**src/rtl/seq_multiplier.sv**
```systemverilog
// Sequential shift-and-add unsigned multiplier: one partial product per RUN cycle,
// N RUN cycles per operation, product registered on P when the operation completes.
module seq_multiplier #(
    parameter int N = 8
) (
    input  logic           Clock,
    input  logic           Reset,
    input  logic           Start,
    input  logic [N-1:0]   A,
    input  logic [N-1:0]   B,
    output logic [2*N-1:0] P,
    output logic           Busy,
    output logic           Done
);
    localparam int CW = (N > 2) ? $clog2(N) : 1;

    typedef enum logic [1:0] {IDLE, RUN, DONE} state_t;

    state_t         state, state_nx;
    logic [N-1:0]   mcand;
    logic [N-1:0]   mplier;
    logic [2*N-1:0] acc;
    logic [2*N-1:0] acc_step;
    logic [N:0]     sum;
    logic [CW-1:0]  cnt;

    // Upper half plus (optional) multiplicand keeps its carry; {carry, acc} then shifts right.
    always_comb begin
        sum      = {1'b0, acc[2*N-1:N]} + (mplier[0] ? {1'b0, mcand} : {(N+1){1'b0}});
        acc_step = {sum, acc[N-1:1]};
    end

    always_comb begin
        state_nx = state;
        Busy     = 1'b0;
        Done     = 1'b0;
        case (state)
            IDLE: if (Start) state_nx = RUN;
            RUN: begin
                Busy = 1'b1;
                if (cnt == '0) state_nx = DONE;
            end
            DONE: begin
                Busy     = 1'b1;
                Done     = 1'b1;
                state_nx = IDLE;
            end
            default: state_nx = IDLE;
        endcase
    end

    always_ff @(posedge Clock) begin
        if (Reset) begin
            state  <= IDLE;
            mcand  <= '0;
            mplier <= '0;
            acc    <= '0;
            cnt    <= '0;
            P      <= '0;
        end else begin
            state <= state_nx;
            case (state)
                IDLE: if (Start) begin
                    mcand  <= A;
                    mplier <= B;
                    acc    <= '0;
                    cnt    <= CW'(N - 1);
                end
                RUN: begin
                    acc    <= acc_step;
                    mplier <= mplier >> 1;
                    if (cnt != '0) cnt <= cnt - 1'b1;
                    // Last step result goes straight to P so it is visible with Done.
                    else           P   <= acc_step;
                end
                default: ;
            endcase
        end
    end
endmodule

```
**config.mk**
```make
export PLATFORM = sky130hd
export DESIGN_NAME = seq_multiplier
export DESIGN_NICKNAME = d
export VERILOG_FILES = /design/src/rtl/seq_multiplier.sv
export SDC_FILE = /design/constraint.sdc
export NUM_CORES = 1
export LEC_CHECK = 0
export ABC_AREA = 1
export BUFFER_PORTS_ARGS = -buffer_cell sky130_fd_sc_hd__buf_2
export CAP_MARGIN = 30
export CORE_UTILIZATION = 30
export DETAILED_ROUTE_END_ITERATION = 6
export PLACE_DENSITY_LB_ADDON = 0.12
export SLEW_MARGIN = 30
export SYNTH_ARGS = -nofsm -noshare
export SYNTH_HDL_FRONTEND = slang
export SYNTH_SLANG_ARGS = --single-unit
```
**constraint.sdc**
```tcl
create_clock -name Clock -period 5.6 [get_ports Clock]
set_clock_uncertainty 0.2 [all_clocks]
set_input_delay 0.56 -clock Clock [delete_from_list [all_inputs] [get_ports Clock]]
set_output_delay 0.56 -clock Clock [all_outputs]
set_load 0.03 [all_outputs]
```
* Word-level counts from Yosys, hierarchy flattened *
Index checks and enable logic that the tools add are counted.

cells by class
  multiplexer cells = 13
  equality and inequality tests = 5
  add/sub/neg operators = 2
  reductions and logical operators = 10
  bitwise logic cells = 1

operators with widths
  kind                   number
  $pmux W16 S2           1
  $mux W16               1
  $mux W8                2
  $pmux W8 S2            1
  $add A8 B8 Y9          1
  $reduce_and A2 Y1      4
  $mux W3                2
  $ne A2 B2 Y1 const B   3
  $pmux W3 S2            1
  $mux W2                2
  $pmux W2 S2            1
  $logic_not A3 Y1       1
  $reduce_and A3 Y1      1
  $reduce_bool A3 Y1     1
  $sub A3 B1 Y3 const B  1
  $eq A2 B1 Y1 const B   1
  $eq A2 B2 Y1 const B   1
  $logic_not A2 Y1       1
  $mux W1                2
  $reduce_bool A2 Y1     1
  $reduce_or A2 Y1       1
  $not A1 Y1             1

word-level totals
  register bits = 53
  output and inout bits = 18
  input bits = 19
  word-level logic and storage cells = 37

* Longest topological paths before layout *
  depth in word-level cells = 3
  depth in mapped cells = 14
  mapped depth without buffers = 13

* Least setup slack after synthesis *
Ideal clock, no wire load.

  path kind = register -> register
  from = register mplier[0]
  to = register P[15]
  stages on the path, launching flop included = 14
  buffers on the path = 1
  clock period less this slack = 1,984 ps
  data required time = 5,286 ps
  library setup time = 114 ps
  path slack = 3,616 ps
  arrival = 1,671 ps
  path through = dfxtp_1 > clkbuf_1 > nand2_1 > inv_1 > ha_1 > fa_1 > nand2_1 > nand2_1 > nand3_1 > nand2_1 > nand2_1 > nand2_1 > o21bai_1 > inv_1

between the ends
  word-level cells in the longest chain between the ends = 2

RTL lines
  item                      line  text
  start: declaration        21    logic [N-1:0] mplier;
  start signal: assignment  71    mplier <= mplier >> 1;
  $mux W8                   29    sum = {1'b0, acc[2*N-1:N]} + (mplier[0] ? {1'b0, mcand} : {(N+1){1'b0}});
  $add A8 B8 Y9             29
  end signal: assignment    74    else P <= acc_step;
  end: declaration          11    output logic [2*N-1:0] P,

Every way passes these cells.
A chain may end at the register's enable or synchronous reset.

* Worst setup path after layout *
  from = register state[1]
  to = register acc[15]

between the ends
  word-level cells in the longest chain between the ends = 3
  elaborated cells on any way between the ends = 6
  classes of those cells = eq/ne: 2; mux: 1; reduce/logical: 3

RTL lines
  item                                                                 line  text
  start: declaration                                                   19    state_t state, state_nx;
  start signal: assignment                                             61    state <= state_nx;
  $eq A2 B1 Y1 or $logic_not A2 Y1 (tied branches)                     62    case (state)
  $reduce_bool A2 Y1 (no source line) or $ne A2 B2 Y1 (tied branches)  --
  $reduce_and A2 Y1 (no source line)                                   --
  end signal: assignment                                               70    acc <= acc_step;
  end: declaration                                                     22    logic [2*N-1:0] acc;

Parallel ways exist; a longest one is shown, timed or not.

==> metrics <==
status completed; Residual DRC 0; Yosys reg bits 52; CTS Buf Count 5; First-pass DRT Iterations 5; GR Overflow Total 0; Total GRT Usage 14.7%; vias in the first global route 2088; Synth Area in Compound Gates 15.1%; TNS Setup 0 ns; worst hold path class flip-flop to flip-flop; Reg clk slew, reported paths 0.11 ns; Tmin final 2.52 ns; clock power share 29.3%; P_leak 0.00133 µW; r2r setup slk 3.08 ns; # nets final 401; final core occ 35.6%; full die area 8640 µm²; core outline area 7850 µm²; Final setup viols 0; Synth Instances 339; PortBufs 36; TritonCTS clock tree yes; DIE WIDTH 93.0 µm; Arr. time, crit path 2.50 ns; CTS Root Cell clkbuf_8; Slew Viols, Final 0; Crit Path Max Fanout 16; multiplexer share of the synthesized area 0%; clock sinks 52; htree depth 2; fin cells 471; post-route cell area approximately 2800 µm²; Syn-to-layout area delta 12.4%; startpoint class of the critical path flip-flop; IO Pins 37; placed cell areas about 2700 µm²; final cycle utilization of the critical path 45.0%; global-route wire length before repair 9.99 mm; dpl ws 3.14 ns; Setup Crit Path Kind flip-flop to flip-flop; clk_lat worst skew 0.31 ns; largest family of logic cells by synthesized area simple AND/OR/NAND/NOR gates; Max Cap Viol 0; num rows 32; fraction of layout cells with a size suffix above 1 14.4%; Ys Warns 0; post-DR wirelength/cell ~12 µm; PnR worst setup slack 3.08 ns; CP Capture Type flip-flop; post-DP HPWL 4.06 mm; total internal power 529 µW; CTS Hold Bufs 0; deepest clock path buffer count 2; post-CTS setup buffer count 0; Total Routed Length 5.79 mm; largest net degree at the start of global routing 31; Max VDD drop 0.103 mV; die height 93.0 µm; crit-path cells inv_1, ha_1, inv_2, o21ai_2, inv_2, nand2_1, a21oi_1; Post-DRT Antenna Nets 0; most frequent CP cell inv_2; Slew HR 50.8%; pwr dens 279 nW/µm²; Synth cell types 32; n_diodes 0; Worst-Margin Slew roughly 0.74 ns; xor-xnor portion of the synthesized cell area 0.706%; Final Hold Viols 0; Simple-Gate Fraction of Synth Area approximately 26%; syn_area_per_cell around 7.3 µm²; Syn Nets 372; EDFF count, synth 0; Req. time, crit path 5.58 ns; critical path's slowest cell o21ai_2; post_cts resized 0; sw frac 31.9%; RSZ-0062 raised after global routing no; Post-Synth Adder-Cell Area 7.36%; gpl congestion approximately 0.76; slowest stage delay, CP 0.59 ns; Primary FF master, synth dfxtp_1; Cell Area, Synth 2480 µm²; Vias per Instance between 4 and 5; Vias between 2000 and 2500; Gate power share 18.3%; dpl cells between 400 and 500; initial antenna violation count 0; DRT iter0 DRCs 69; P_sw 248 µW; Initial Utilization 31.6%; fmax approximately 400 MHz; sequential share of the synthesized area between 40% and 50%; sequential power share 52.4%; Async SR Flop Fraction 0%
-- final timing paths --
check,from,to,cells past startpoint
hold / removal,P[1],P[1],2
setup / recovery,state[1],acc[15],7
setup reg to reg,state[1],acc[15],7
hold reg to reg,P[1],P[1],2
-- cells in the mapped netlist, types with 2 or more instances --
master / number / area share (%)
nand2_1: 109 / 16
dfxtp_1: 52 / 42
a21oi_1: 33 / 6.7
inv_1: 32 / 4.8
nor2_1: 21 / 3.2
o21ai_0: 15 / 3.0
nand3_1: 14 / 2.8
ha_1: 13 / 6.6
a31oi_1: 7 / 1.8
buf_4: 4 / 1.2
clkbuf_1: 4 / 0.60
buf_2: 3 / 0.60
buf_6: 3 / 1.4
inv_2: 3 / 0.45
o21a_1: 3 / 0.91
o21ai_1: 3 / 0.60
nand3b_1: 2 / 0.60
o211ai_1: 2 / 0.60
o21bai_1: 2 / 0.60
xor2_1: 2 / 0.71
-- through the flow --
stage	power (µW)	hold slack (ns)
after floorplan	530	0.239
after global placement	560	0.253
after detailed placement	560	0.254
after CTS	791	0.271
after global routing	830	0.296
final	778	0.267
-- power by group through the flow --
| stage | registers [µW] | logic, µW | clock network (µW) |
|---|---|---|---|
| CTS | 408 | 145 | 238 |
| global placement | 416 | 144 | 0 |
| global route | 412 | 163 | 255 |
| detailed placement | 416 | 144 | 0 |
| floorplan | 422 | 108 | 0 |
| finish | 407 | 142 | 228 |
-- logic make-up (layout without fill, tap and decap cells) --
group | count (synthesis) | count (layout)
AO/OA/AOI/OAI | 68 | 68
flip-flops | 52 | 52
adder cells (fa/ha/maj) | 14 | 14
buffers and inverters | 50 | 80
AND/OR/NAND/NOR | 153 | 153
XOR/XNOR | 2 | 2
-- routing by layer --
metal | vias to the layer above | wire (µm) | track usage [%] | share of wire (%)
met1 | 975 | 2920 | 19.5 | 50
li1 | 1143 | - | - | -
met4 | 0 | 59 | 5.00 | 1.0
met5 | - | 0 | 0 | 0
met3 | 4 | 163 | 2.96 | 2.8
met2 | 27 | 2650 | 23.7 | 46
-- layout make-up --
type | instances | area, µm²
inverters | 36 | 135
clock inverters | 3 | 25.0
multi-input cells | 237 | 1210
repair buffers | 36 | 180
flip-flops and latches | 52 | 1040
clock buffers | 5 | 68.8
well taps | 102 | 128
fillers | 879 | 5060
-- worst max-delay path, delay by kind of cell, from the launching register on --
kind | cells | cell delay, ns
AOI/OAI and AO/OA | 2 | 0.66
adders and majority gates | 1 | 0.46
buffers and inverters | 3 | 0.59
DFF | 1 | 0.34
and+or+nand+nor | 1 | 0.13
-- flip-flops by register name, indices dropped and copies added, names as in the netlist --
signal and cells:
mcand 8, mplier 8, P 16, cnt 3, state 2, acc 15
-- cells in the final DEF, fill, tap and decap left out --
cell type,synthesis,routed
inv_2,3,3
xor2_1,2,2
buf_2,3,36
o21ai_2,1,1
nand2_4,1,1
nand3_4,1,1
nand2_2,1,1
nor2_1,21,21
nor2_4,1,1
a21o_1,1,1
clkinvlp_4,0,1
o21ai_1,3,3
nand2_1,109,109
a21oi_1,33,33
ha_1,13,13
o21a_1,3,3
o21bai_1,2,2
a211oi_1,1,1
inv_6,0,2
o21ai_0,15,15
fa_1,1,1
inv_1,32,32
nor3_1,1,1
nand3b_1,2,2
clkinv_1,1,1
o211ai_1,2,2
a31oi_1,7,7
clkbuf_8,0,5
nor2_2,1,1
or2_1,1,1
nand3_1,14,14
dfxtp_1,52,52
(Power assumes the default switching activity.)
